**src/rtl/pong_game_if.sv**
```systemverilog
// pong_game_if: bundles the Pong core's control strobes and display outputs.
//
// Signals
//   tick, start, speed_up            : game control inputs to the core
//   up1, down1, up2, down2           : paddle move requests to the core
//   ball_x, ball_y                   : ball top-left corner from the core
//   paddle1_y, paddle2_y             : paddle top edges from the core
//   score1, score2, speed            : score counters and ball step from the core
//   game_state, winner               : FSM state (debug-visible) and result
//
// Modports
//   master : drives the inputs and observes the outputs (keypad/timer side, bench)
//   slave  : the game core
//
// Handshake: there is no valid/ready pair. Each input is sampled on every
// rising clock edge; tick and speed_up are one-cycle strobes, start and the
// paddle requests are levels. Every output is a register that updates on the
// clock edge after the cycle that caused the change.
interface pong_game_if #(
    parameter int FIELD_W   = 640,
    parameter int FIELD_H   = 480,
    parameter int SPEED_MAX = 4,
    parameter int SCORE_W   = 4
);
    localparam int XW  = $clog2(FIELD_W);
    localparam int YW  = $clog2(FIELD_H);
    localparam int SPW = $clog2(SPEED_MAX + 1);

    logic               tick;
    logic               start;
    logic               speed_up;
    logic               up1;
    logic               down1;
    logic               up2;
    logic               down2;
    logic [XW-1:0]      ball_x;
    logic [YW-1:0]      ball_y;
    logic [YW-1:0]      paddle1_y;
    logic [YW-1:0]      paddle2_y;
    logic [SCORE_W-1:0] score1;
    logic [SCORE_W-1:0] score2;
    logic [SPW-1:0]     speed;
    logic [2:0]         game_state;
    logic [1:0]         winner;

    modport master (
        output tick, start, speed_up, up1, down1, up2, down2,
        input  ball_x, ball_y, paddle1_y, paddle2_y, score1, score2,
               speed, game_state, winner
    );

    modport slave (
        input  tick, start, speed_up, up1, down1, up2, down2,
        output ball_x, ball_y, paddle1_y, paddle2_y, score1, score2,
               speed, game_state, winner
    );
endinterface

```
**src/rtl/pong_game_core.sv**
```systemverilog
// pong_game_core: Pong engine. It owns the ball and paddle positions, wall
// and paddle collisions, scoring, serve sequencing, the speed ramp and win
// detection. All motion advances only on the one-cycle frame strobe tick.
//
// Ports
//   clk  : system clock
//   rst  : synchronous reset, active-high
//   bus  : pong_game_if.slave (control inputs, position/score/state outputs)
//
// Build option
//   AI_PADDLE2_EN : when defined, paddle 2 ignores up2/down2 and tracks the
//                   ball centre during SERVE and PLAY.
module pong_game_core #(
    parameter int FIELD_W     = 640,
    parameter int FIELD_H     = 480,
    parameter int PADDLE_W    = 8,
    parameter int PADDLE_H    = 64,
    parameter int PADDLE_STEP = 4,
    parameter int PADDLE1_X   = 16,
    parameter int PADDLE2_X   = 616,
    parameter int BALL_SIZE   = 8,
    parameter int SPEED_MAX   = 4,
    parameter int SERVE_TICKS = 60,
    parameter int WIN_SCORE   = 9,
    parameter int SCORE_W     = 4
) (
    input  logic         clk,
    input  logic         rst,
    pong_game_if.slave   bus
);
    localparam int XW  = $clog2(FIELD_W);
    localparam int YW  = $clog2(FIELD_H);
    localparam int SPW = $clog2(SPEED_MAX + 1);
    localparam int CW  = $clog2(SERVE_TICKS + 1);
    // Signed working width wide enough that x - speed never wraps.
    localparam int AW  = ((XW > YW) ? XW : YW) + 2;

    localparam logic [XW-1:0]      BALL_X0   = XW'((FIELD_W - BALL_SIZE) / 2);
    localparam logic [YW-1:0]      BALL_Y0   = YW'((FIELD_H - BALL_SIZE) / 2);
    localparam logic [YW-1:0]      PADDLE_Y0 = YW'((FIELD_H - PADDLE_H) / 2);
    localparam logic [SCORE_W-1:0] WIN_S     = SCORE_W'(WIN_SCORE);
    localparam logic [SPW-1:0]     SPEED_TOP = SPW'(SPEED_MAX);
    localparam logic [CW-1:0]      SERVE_END = CW'(SERVE_TICKS - 1);

    localparam logic signed [AW-1:0] ZERO_S  = '0;
    localparam logic signed [AW-1:0] STEP_S  = AW'(PADDLE_STEP);
    localparam logic signed [AW-1:0] PH_S    = AW'(PADDLE_H);
    localparam logic signed [AW-1:0] BS_S    = AW'(BALL_SIZE);
    localparam logic signed [AW-1:0] PY_MAX  = AW'(FIELD_H - PADDLE_H);
    localparam logic signed [AW-1:0] X_MAX   = AW'(FIELD_W - BALL_SIZE);
    localparam logic signed [AW-1:0] Y_MAX   = AW'(FIELD_H - BALL_SIZE);
    localparam logic signed [AW-1:0] P1_EDGE = AW'(PADDLE1_X + PADDLE_W);
    localparam logic signed [AW-1:0] P2_EDGE = AW'(PADDLE2_X - BALL_SIZE);

    typedef enum logic [2:0] {
        S_IDLE  = 3'd0,
        S_SERVE = 3'd1,
        S_PLAY  = 3'd2,
        S_POINT = 3'd3,
        S_OVER  = 3'd4
    } state_t;

    state_t             state_q;
    logic [XW-1:0]      ball_x_q;
    logic [YW-1:0]      ball_y_q;
    logic [YW-1:0]      p1_q, p2_q;
    logic [SCORE_W-1:0] score1_q, score2_q;
    logic [SPW-1:0]     speed_q;
    logic [CW-1:0]      cnt_q;
    logic [1:0]         winner_q;
    logic               dx_neg_q, dy_neg_q;   // 1 = moving toward smaller x / y

    // One paddle step with clamping; simultaneous up and down cancel.
    function automatic logic [YW-1:0] paddle_move(input logic [YW-1:0] y,
                                                  input logic up, input logic dn);
        logic signed [AW-1:0] yn;
        yn = $signed({{(AW-YW){1'b0}}, y});
        if (up && !dn)      yn = yn - STEP_S;
        else if (dn && !up) yn = yn + STEP_S;
        if (yn < ZERO_S)      yn = ZERO_S;
        else if (yn > PY_MAX) yn = PY_MAX;
        return YW'(yn);
    endfunction

    logic                 up2_eff, dn2_eff;
    logic [YW-1:0]        p1_d, p2_d;
    logic signed [AW-1:0] xs, sp, nx, ny, y_new, x_new, p1s, p2s;
    logic                 dy_neg_d, hit1, hit2, miss_l, miss_r;

    always_comb begin
`ifdef AI_PADDLE2_EN
        logic signed [AW-1:0] err;
        logic                 ai_on;
        // Error between ball centre and paddle centre.
        err = $signed({{(AW-YW){1'b0}}, ball_y_q}) + AW'(BALL_SIZE / 2)
            - $signed({{(AW-YW){1'b0}}, p2_q}) - AW'(PADDLE_H / 2);
        ai_on   = (state_q == S_SERVE) || (state_q == S_PLAY);
        up2_eff = ai_on && (err < -STEP_S);
        dn2_eff = ai_on && (err > STEP_S);
`else
        up2_eff = bus.up2;
        dn2_eff = bus.down2;
`endif
        p1_d = paddle_move(p1_q, bus.up1, bus.down1);
        p2_d = paddle_move(p2_q, up2_eff, dn2_eff);
        p1s  = $signed({{(AW-YW){1'b0}}, p1_d});
        p2s  = $signed({{(AW-YW){1'b0}}, p2_d});

        xs = $signed({{(AW-XW){1'b0}}, ball_x_q});
        sp = $signed({{(AW-SPW){1'b0}}, speed_q});
        nx = dx_neg_q ? xs - sp : xs + sp;
        ny = dy_neg_q ? $signed({{(AW-YW){1'b0}}, ball_y_q}) - sp
                      : $signed({{(AW-YW){1'b0}}, ball_y_q}) + sp;

        y_new    = ny;
        dy_neg_d = dy_neg_q;
        if (ny <= ZERO_S) begin
            y_new    = ZERO_S;
            dy_neg_d = 1'b0;
        end else if (ny >= Y_MAX) begin
            y_new    = Y_MAX;
            dy_neg_d = 1'b1;
        end

        // Overlap is tested against the ball's wall-clamped row and the
        // paddles' already-updated positions.
        hit1 = dx_neg_q && (nx <= P1_EDGE) && (xs >= P1_EDGE)
            && (y_new < p1s + PH_S) && (y_new + BS_S > p1s);
        hit2 = !dx_neg_q && (nx >= P2_EDGE) && (xs <= P2_EDGE)
            && (y_new < p2s + PH_S) && (y_new + BS_S > p2s);
        miss_l = dx_neg_q && !hit1 && (nx <= ZERO_S);
        miss_r = !dx_neg_q && !hit2 && (nx >= X_MAX);

        if (hit1)        x_new = P1_EDGE;
        else if (hit2)   x_new = P2_EDGE;
        else if (miss_l) x_new = ZERO_S;
        else if (miss_r) x_new = X_MAX;
        else             x_new = nx;
    end

    always_ff @(posedge clk) begin
        if (rst) begin
            state_q  <= S_IDLE;
            ball_x_q <= BALL_X0;
            ball_y_q <= BALL_Y0;
            p1_q     <= PADDLE_Y0;
            p2_q     <= PADDLE_Y0;
            score1_q <= '0;
            score2_q <= '0;
            speed_q  <= SPW'(1);
            cnt_q    <= '0;
            winner_q <= 2'd0;
            dx_neg_q <= 1'b0;
            dy_neg_q <= 1'b0;
        end else begin
            if (state_q == S_PLAY && bus.speed_up && speed_q < SPEED_TOP)
                speed_q <= speed_q + 1'b1;

            case (state_q)
                S_IDLE: begin
                    if (bus.tick) begin
                        p1_q <= p1_d;
                        p2_q <= p2_d;
                    end
                    if (bus.start) begin
                        state_q <= S_SERVE;
                        cnt_q   <= '0;
                    end
                end
                S_SERVE: begin
                    if (bus.tick) begin
                        p1_q <= p1_d;
                        p2_q <= p2_d;
                        if (cnt_q == SERVE_END) state_q <= S_PLAY;
                        else                    cnt_q   <= cnt_q + 1'b1;
                    end
                end
                S_PLAY: begin
                    if (bus.tick) begin
                        p1_q     <= p1_d;
                        p2_q     <= p2_d;
                        ball_x_q <= XW'(x_new);
                        ball_y_q <= YW'(y_new);
                        dy_neg_q <= dy_neg_d;
                        if (hit1) dx_neg_q <= 1'b0;
                        if (hit2) dx_neg_q <= 1'b1;
                        // Next serve heads toward the player who lost the point.
                        if (miss_l) begin
                            if (score2_q != WIN_S) score2_q <= score2_q + 1'b1;
                            dx_neg_q <= 1'b1;
                            state_q  <= S_POINT;
                        end else if (miss_r) begin
                            if (score1_q != WIN_S) score1_q <= score1_q + 1'b1;
                            dx_neg_q <= 1'b0;
                            state_q  <= S_POINT;
                        end
                    end
                end
                S_POINT: begin
                    ball_x_q <= BALL_X0;
                    ball_y_q <= BALL_Y0;
                    speed_q  <= SPW'(1);
                    dy_neg_q <= 1'b0;
                    if (score1_q == WIN_S) begin
                        winner_q <= 2'd1;
                        state_q  <= S_OVER;
                    end else if (score2_q == WIN_S) begin
                        winner_q <= 2'd2;
                        state_q  <= S_OVER;
                    end else begin
                        state_q <= S_SERVE;
                        cnt_q   <= '0;
                    end
                end
                S_OVER: begin
                    if (bus.start) begin
                        score1_q <= '0;
                        score2_q <= '0;
                        winner_q <= 2'd0;
                        p1_q     <= PADDLE_Y0;
                        p2_q     <= PADDLE_Y0;
                        cnt_q    <= '0;
                        state_q  <= S_SERVE;
                    end
                end
                default: state_q <= S_IDLE;
            endcase
        end
    end

    assign bus.ball_x     = ball_x_q;
    assign bus.ball_y     = ball_y_q;
    assign bus.paddle1_y  = p1_q;
    assign bus.paddle2_y  = p2_q;
    assign bus.score1     = score1_q;
    assign bus.score2     = score2_q;
    assign bus.speed      = speed_q;
    assign bus.game_state = state_q;
    assign bus.winner     = winner_q;
endmodule

```
**src/flat_wrapper.sv**
```systemverilog
// flat-port wrapper written by rule: the top's interface ports become plain ports
module pong_game_core_flat 
#(
    parameter int FIELD_W     = 640,
    parameter int FIELD_H     = 480,
    parameter int PADDLE_W    = 8,
    parameter int PADDLE_H    = 64,
    parameter int PADDLE_STEP = 4,
    parameter int PADDLE1_X   = 16,
    parameter int PADDLE2_X   = 616,
    parameter int BALL_SIZE   = 8,
    parameter int SPEED_MAX   = 4,
    parameter int SERVE_TICKS = 60,
    parameter int WIN_SCORE   = 9,
    parameter int SCORE_W     = 4
)
  (clk, rst, bus_tick, bus_start, bus_speed_up, bus_up1, bus_down1, bus_up2, bus_down2, bus_ball_x, bus_ball_y, bus_paddle1_y, bus_paddle2_y, bus_score1, bus_score2, bus_speed, bus_game_state, bus_winner);
  pong_game_if #(.FIELD_W(FIELD_W), .FIELD_H(FIELD_H), .SPEED_MAX(SPEED_MAX), .SCORE_W(SCORE_W)) bus_i ();
  input  logic clk;
  input  logic rst;
  input wire logic [$bits(bus_i.tick)-1:0] bus_tick;
  input wire logic [$bits(bus_i.start)-1:0] bus_start;
  input wire logic [$bits(bus_i.speed_up)-1:0] bus_speed_up;
  input wire logic [$bits(bus_i.up1)-1:0] bus_up1;
  input wire logic [$bits(bus_i.down1)-1:0] bus_down1;
  input wire logic [$bits(bus_i.up2)-1:0] bus_up2;
  input wire logic [$bits(bus_i.down2)-1:0] bus_down2;
  output wire logic [$bits(bus_i.ball_x)-1:0] bus_ball_x;
  output wire logic [$bits(bus_i.ball_y)-1:0] bus_ball_y;
  output wire logic [$bits(bus_i.paddle1_y)-1:0] bus_paddle1_y;
  output wire logic [$bits(bus_i.paddle2_y)-1:0] bus_paddle2_y;
  output wire logic [$bits(bus_i.score1)-1:0] bus_score1;
  output wire logic [$bits(bus_i.score2)-1:0] bus_score2;
  output wire logic [$bits(bus_i.speed)-1:0] bus_speed;
  output wire logic [$bits(bus_i.game_state)-1:0] bus_game_state;
  output wire logic [$bits(bus_i.winner)-1:0] bus_winner;
  assign bus_i.tick = bus_tick;
  assign bus_i.start = bus_start;
  assign bus_i.speed_up = bus_speed_up;
  assign bus_i.up1 = bus_up1;
  assign bus_i.down1 = bus_down1;
  assign bus_i.up2 = bus_up2;
  assign bus_i.down2 = bus_down2;
  assign bus_ball_x = bus_i.ball_x;
  assign bus_ball_y = bus_i.ball_y;
  assign bus_paddle1_y = bus_i.paddle1_y;
  assign bus_paddle2_y = bus_i.paddle2_y;
  assign bus_score1 = bus_i.score1;
  assign bus_score2 = bus_i.score2;
  assign bus_speed = bus_i.speed;
  assign bus_game_state = bus_i.game_state;
  assign bus_winner = bus_i.winner;
  pong_game_core #(.FIELD_W(FIELD_W), .FIELD_H(FIELD_H), .PADDLE_W(PADDLE_W), .PADDLE_H(PADDLE_H), .PADDLE_STEP(PADDLE_STEP), .PADDLE1_X(PADDLE1_X), .PADDLE2_X(PADDLE2_X), .BALL_SIZE(BALL_SIZE), .SPEED_MAX(SPEED_MAX), .SERVE_TICKS(SERVE_TICKS), .WIN_SCORE(WIN_SCORE), .SCORE_W(SCORE_W)) u_core (.clk(clk), .rst(rst), .bus(bus_i));
endmodule
```
**config.mk**
```make
export PLATFORM = sky130hd
export DESIGN_NAME = pong_game_core_flat
export DESIGN_NICKNAME = d
export VERILOG_FILES = /design/src/rtl/pong_game_if.sv /design/src/rtl/pong_game_core.sv /design/src/flat_wrapper.sv
export SDC_FILE = /design/constraint.sdc
export NUM_CORES = 1
export LEC_CHECK = 0
export ABC_CLOCK_PERIOD_IN_PS = 5800
export CORE_MARGIN = 4
export CORE_UTILIZATION = 48
export CTS_BUF_LIST = sky130_fd_sc_hd__clkbuf_8
export CTS_CLUSTER_SIZE = 8
export DETAILED_ROUTE_END_ITERATION = 8
export PLACE_DENSITY = 0.77
export SLEW_MARGIN = 5
export SYNTH_ARGS = -nofsm -noshare
export SYNTH_HDL_FRONTEND = slang
export SYNTH_SLANG_ARGS = --single-unit
```
**constraint.sdc**
```tcl
create_clock -name clk -period 5.8 [get_ports clk]
set_clock_uncertainty 0.05 [all_clocks]
set_input_delay 0.87 -clock clk [delete_from_list [all_inputs] [get_ports clk]]
set_output_delay 0.87 -clock clk [all_outputs]
set_load 0.05 [all_outputs]
```
# ---- Word-level counts from Yosys, hierarchy flattened
# Cells that the tools add are included.
dict set report word_totals {
  reg_bits 61
  elab_cells 176
  out_inout_bits 53
}
dict set report op_classes {
  n_lt_le_gt_ge 17
  n_reduce_logical 44
  n_eq_ne 26
  muxes 62
  n_addsub 15
}
# operator count
set ops {}
lappend ops {{12-bit 2-to-1 mux} 8}
lappend ops {{9-bit 2-to-1 mux} 8}
lappend ops {{9-bit case mux with 2 select lines} 3}
lappend ops {{10-bit 2-to-1 mux} 5}
lappend ops {{4-bit 2-to-1 mux} 8}
lappend ops {{6-bit 2-to-1 mux} 5}
lappend ops {{12-bit by 11-bit >= comparator with 1-bit output, second input constant} 2}
lappend ops {{12-bit by 10-bit greater-than comparator with 1-bit output} 2}
lappend ops {{12-bit by 10-bit greater-than comparator with 1-bit output, second input constant} 2}
lappend ops {{12-bit by 1-bit <= comparator with 1-bit output, second input constant} 2}
lappend ops {{12-bit by 1-bit less-than comparator with 1-bit output, second input constant} 2}
lappend ops {{12-bit less-than comparator} 2}
lappend ops {{3-bit 2-to-1 mux} 8}
lappend ops {{9-bit by 3-bit adder with 10-bit output, second input constant} 2}
lappend ops {{9-bit by 7-bit adder with 10-bit output, second input constant} 2}
lappend ops {{10-bit case mux with 2 select lines} 1}
lappend ops {{9-bit by 3-bit subtractor with 10-bit output, second input constant} 2}
lappend ops {{1-bit logical AND} 18}
lappend ops {{2-bit inequality test, second input constant} 9}
lappend ops {{6-bit case mux with 3 select lines} 1}
lappend ops {{4-bit case mux with 2 select lines} 2}
lappend ops {{12-bit by 5-bit adder with 12-bit output, second input constant} 1}
lappend ops {{12-bit by 10-bit >= comparator with 1-bit output, second input constant} 1}
lappend ops {{12-bit by 6-bit <= comparator with 1-bit output, second input constant} 1}
lappend ops {{34 further kinds} 67}

# ---- Depth between registers and ports, before layout
dict set report depth {
  depth_word 20
  depth_mapped 25
}

# ---- Worst setup path before layout
# No wires, ideal clock.
dict set report synth_path {
  path_kind {register to register}
  from {register u_core.speed_q[1], in the netlist u_core.bus.speed[1]}
  to {register u_core.ball_x_q[5], in the netlist u_core.bus.ball_x[5]}
  path_buffers 0
  slack_ns -0.184
  arrival_time_ns 5.795
  required_ns 5.611
  stages_incl_launch_ff 24
  path_cell_list {dfxtp_1 inv_1 ha_1 nor2b_1 o21a_1 or4_1 a21oi_1 xnor2_1 o31ai_4 nand2_1 a21oi_1 ha_1 nand4b_1 xnor2_1 a21oi_1 ha_1 nand4_1 a211oi_1 o211a_1 o21ai_0 nor4_1 nor3_1 a21bo_2 nand3_1}
}
dict set report synth_via {
  elab_chain_len 17
  word_cells_on_any_way 39
  classes_between {add/sub (5); order compare (10); mux (10); reduce/logical (14)}
}
# element line_no
set synth_lines {}
lappend synth_lines {{start, declared} pong_game_core.sv:68} ;# logic [SPW-1:0] speed_q;
lappend synth_lines {{start signal, assigned} pong_game_core.sv:157} ;# speed_q <= speed_q + 1'b1;
lappend synth_lines {{9-bit by 3-bit adder with 10-bit output or 9-bit by 3-bit subtractor with 10-bit output (tied branches)} {pong_game_core.sv:113, pong_game_core.sv:112}}
lappend synth_lines {{12-bit 2-to-1 mux} pong_game_core.sv:112} ;# ny = dy_neg_q ? $signed({{(AW-YW){1'b0}}, ball_y_q}) - sp
lappend synth_lines {{12-bit by 10-bit >= comparator with 1-bit output} pong_game_core.sv:120} ;# end else if (ny >= Y_MAX) begin
lappend synth_lines {{12-bit 2-to-1 mux} pong_game_core.sv:120}
lappend synth_lines {{12-bit 2-to-1 mux} pong_game_core.sv:117} ;# if (ny <= ZERO_S) begin
lappend synth_lines {{12-bit by 5-bit adder with 12-bit output or 12-bit less-than comparator (tied branches)} {pong_game_core.sv:128, pong_game_core.sv:130}}
lappend synth_lines {{12-bit by 10-bit greater-than comparator with 1-bit output or 1-bit logical AND (tied branches)} pong_game_core.sv:130} ;# && (y_new < p2s + PH_S) && (y_new + BS_S > p2s);
lappend synth_lines {{1-bit logical AND} pong_game_core.sv:130}
lappend synth_lines {{1-bit zero test} pong_game_core.sv:132} ;# miss_r = !dx_neg_q && !hit2 && (nx >= X_MAX);
lappend synth_lines {{1-bit logical AND (2 in series)} pong_game_core.sv:132}
lappend synth_lines {{10-bit 2-to-1 mux} pong_game_core.sv:137} ;# else if (miss_r) x_new = X_MAX;
lappend synth_lines {{10-bit 2-to-1 mux} pong_game_core.sv:136} ;# else if (miss_l) x_new = ZERO_S;
lappend synth_lines {{10-bit 2-to-1 mux} pong_game_core.sv:135} ;# else if (hit2) x_new = P2_EDGE;
lappend synth_lines {{10-bit 2-to-1 mux *} pong_game_core.sv:134} ;# if (hit1) x_new = P1_EDGE;
lappend synth_lines {{10-bit 2-to-1 mux *} pong_game_core.sv:179} ;# if (bus.tick) begin
lappend synth_lines {{10-bit case mux with 2 select lines *} pong_game_core.sv:159} ;# case (state_q)
lappend synth_lines {{end signal, assigned} pong_game_core.sv:182} ;# ball_x_q <= XW'(x_new);
lappend synth_lines {{end, declared} pong_game_core.sv:64} ;# logic [XW-1:0] ball_x_q;
# Mark *: on every way between the ends. The rest lies on a longest branch, timed or not. The select of a mux whose other input is x is not followed.
# A chain may end at the register's enable or synchronous reset.

# ---- Worst setup path after layout
dict set report layout_path {
  from {register u_core.speed_q[1], in the netlist u_core.bus.speed[1]}
  to {register u_core.ball_x_q[8], in the netlist u_core.bus.ball_x[8]}
}
# The elaborated chain is that of the path after synthesis.

==> impl_results.md <==
* Core Rows at 39
* CTS Root Cell: clkbuf_8
* Clk pwr share at 0.258
* Final setup fails at 0
* Gr usage total at 0.231
* Mean area per synthesized cell at 7.74 um^2
* Die Y-Extent at 118 um
* Crit. End Element: register
* Worst-Margin Slew at 0.838 ns
* Ys flop type: dfxtp_1
* Final #Nets at 878
* Post-place instance area at 6510 um^2
* Number of synthesized flops with an enable pin at 0
* Slew Limit Fails at 0
* P_leak at 2.62 nW
* Peak VDD IR at 0.169 mV
* Synth Register Bits at 61
* Kind of critical path: reg -> reg
* FF-to-FF setup slack at 0.26 ns
* Share of cells above drive strength 1 at 0.0972
* Sw frac at 0.425
* Post-synthesis sequential area ratio at 0.212
* Req. time, crit path at 5.96 ns
* Vias in the first global route at 5541
* TritonCTS clock tree: yes
* Fillers at 1058
* Worst skew pair latency at 0.38 ns
* Initial core utilization at 0.497
* I/O pins at 62
* Slowest library cell on the worst path: or4_1
* Fmax at 180 MHz
* Clock sinks at 61
* Setup TNS at 0 ns
* H-tree levels at 3
* CP Max Fanout at 7
* Num CTS Buffers at 9
* Via density at 6.17
* Clk pin slew, worst setup/hold paths at 0.08 ns
* Die area at 13800 um^2
* Crit path launch type: register
* DRC Markers at 0
* Remaining antenna violation count at 0
* Finished Cell Area at 6820 um^2
* First-pass GRT wire length at 27.0 mm
* Drt wl/cell at 17.2 um
* Total routed wirelength at 16.5 mm
* Combinational share of power at 0.381
* PD cells at 201 nW/um^2
* Status: finished clean
* CP max stage delay at 0.55 ns
* Largest net degree at the start of global routing at 41
* Place WS at 0.0624 ns
* Post-layout min period at 5.54 ns
* Period utilisation layout at 0.956
* Chip width at 118 um
* Psw at 0.583 mW
* Cell internal pwr at 0.788 mW
* WP data arrival at 5.70 ns
* Pre-Repair DR Iteration Count at 5
* Bufs on Longest Clock Path at 2
* Worst Hold Class: reg -> reg
* WHS at 0.430 ns
* Core area at 11600 um^2
* Overflow after GRT at 0
* Initial antenna violation count at 0
* Area grow syn2layout at 18.1%
* Synth Instances at 746
* Max cap viols at 0
* DRT iter0 DRCs at 567
* Sequential share of power at 0.361
* DP Wirelength at 12.5 mm
* Synth async-reset ratio at 0
* Final cell utilization of the core at 0.587
* Ant diodes at 0
* DR vias at 5901
* PortBufs at 61
* Post-CTS Hold Buffers at 0
* Final Hold Fails at 0
* Yosys warns at 0
* Rel. slew slack at 0.436
* Post-synthesis cell area at 5770 um^2
* GP Congestion at 0.920
* Final worst slack at 0.258 ns
* Count of unique library cells instantiated by Yosys at 82
[layout make-up]
cell class | count | area (um^2) | area share
Tap cell | 143 | 179 | 0.0263
Sequential cell | 61 | 1230 | 0.180
Clock buffer | 9 | 124 | 0.0182
Multi-Input combinational cell | 612 | 4320 | 0.633
Inverter | 44 | 169 | 0.0248
Timing Repair Buffer | 80 | 753 | 0.111
Clock inverter | 7 | 45.0 | 0.00661
[synth_stat cells (5+ instances only)]
| library cell | number | share of area |
|---|---|---|
| o211ai_1 | 9 | 0.012 |
| o21a_1 | 6 | 0.0078 |
| nor2b_1 | 10 | 0.011 |
| nor4_1 | 7 | 0.0076 |
| ha_1 | 57 | 0.12 |
| xor2_1 | 11 | 0.017 |
| a21oi_1 | 54 | 0.047 |
| a211o_1 | 7 | 0.011 |
| o31ai_1 | 8 | 0.010 |
| nand2b_1 | 16 | 0.017 |
| nor2_1 | 74 | 0.048 |
| o21bai_1 | 7 | 0.0091 |
| a211oi_1 | 12 | 0.016 |
| or3_1 | 12 | 0.013 |
| or4_1 | 9 | 0.012 |
| and3_1 | 8 | 0.0087 |
| nor3_1 | 23 | 0.020 |
| nand3_1 | 22 | 0.019 |
| a31oi_1 | 13 | 0.014 |
| a22oi_1 | 5 | 0.0065 |
| xnor2_1 | 25 | 0.038 |
| nand4_1 | 10 | 0.011 |
| inv_1 | 44 | 0.029 |
| and2_1 | 9 | 0.0098 |
| o21ai_0 | 23 | 0.020 |
| dfxtp_1 | 61 | 0.21 |
| nand3b_1 | 7 | 0.0091 |
| nand2_1 | 63 | 0.041 |
| a21o_1 | 8 | 0.010 |
| mux2i_1 | 8 | 0.014 |
| mux2_2 | 5 | 0.0098 |
| clkbuf_1 | 21 | 0.014 |
[logic make-up (layout without fill, tap and decap cells)]
logic type	after synthesis	count (layout)	share of synthesized area
AO/OA/AOI/OAI	201	201	0.242
XOR/XNOR	36	36	0.0546
adder cells (fa/ha/maj)	61	61	0.137
buffers and inverters	75	140	0.0546
flip-flops	61	61	0.212
multiplexers	13	13	0.0236
other	2	4	0.00130
AND/OR/NAND/NOR	297	297	0.275
[sequential cells by signal, indices dropped and copies added (netlist names)]
name and flops:
u_core.bus.score1 4, u_core.bus.paddle1_y 9, u_core.bus.ball_y 9, u_core.bus.ball_x 10
u_core.bus.speed 3, u_core.bus.game_state 3, u_core.bus.winner 2, u_core.bus.paddle2_y 9
u_core.bus.score2 4, u_core.dx_neg_q 1, u_core.dy_neg_q 1, u_core.cnt_q 6
[what timing repair did]
item,in CTS,in global routing
endpoints found under the setup margin,0,15
gates resized for setup,0,19
setup buffers,0,7
hold endpoints to repair,0,0
[per-stage QoR]
step | total power, mW | instances
CTS | 1.35 | 949
global route | 1.45 | 956
global placement | 0.985 | 933
floorplan | 0.858 | 748
detailed placement | 1.00 | 933
finish | 1.37 | 956
[final timing paths]
kind,cells after the start,from,to
setup / recovery,25,u_core.bus.speed[1]$_SDFFE_PP0P_,u_core.bus.ball_x[8]$_SDFFE_PP1P_
hold / removal,2,u_core.bus.paddle1_y[1]$_SDFFE_PP0P_,u_core.bus.paddle1_y[1]$_SDFFE_PP0P_
setup reg to reg,25,u_core.bus.speed[1]$_SDFFE_PP0P_,u_core.bus.ball_x[8]$_SDFFE_PP1P_
hold reg to reg,2,u_core.bus.paddle1_y[1]$_SDFFE_PP0P_,u_core.bus.paddle1_y[1]$_SDFFE_PP0P_
[worst max-delay path, delay by kind of cell, from the launching register on]
family / cells / cell delay, ns
flops: 1 / 0.41
buf+inv: 3 / 0.54
xor+xnor: 1 / 0.21
simple gates: 9 / 1.84
fa+ha+maj: 3 / 0.84
compound gates: 9 / 1.50
[layer usage]
metal | routed length (um) | track usage | vias to the layer above
li1 | - | - | 2859
met1 | 7390 | 0.308 | 2749
met2 | 7530 | 0.366 | 259
met3 | 1150 | 0.0461 | 34
met4 | 390 | 0.0901 | 0
met5 | 0 | 0 | -
[layout by cell type (no fill, tap or decap), types with 8 or more instances in the layout]
cell type,synthesis,routed
nand3_1,22,22
clkbuf_8,0,9
a31oi_1,13,13
o211ai_1,9,9
nand4_1,10,10
a21oi_1,54,48
dfxtp_1,61,59
xor2_1,11,11
nand2_1,63,62
nor2_1,74,73
o21ai_0,23,23
nand2b_1,16,16
nor2b_1,10,10
buf_4,2,19
nor3_1,23,23
xnor2_1,25,24
a211oi_1,12,11
o31ai_1,8,8
or4_1,9,9
or3_1,12,12
and2_1,9,9
and3_1,8,8
a21o_1,8,8
inv_1,44,45
ha_1,57,56
clkdlybuf4s50_1,0,61
[power by group through the flow]
stage	clock, mW	combinational (mW)	sequential, mW
CTS	0.357	0.504	0.492
global route	0.373	0.578	0.500
finish	0.353	0.523	0.495
global placement	0	0.486	0.499
detailed placement	0	0.501	0.502
floorplan	0	0.308	0.550
Note: power is estimated with default switching activity, not from simulation.
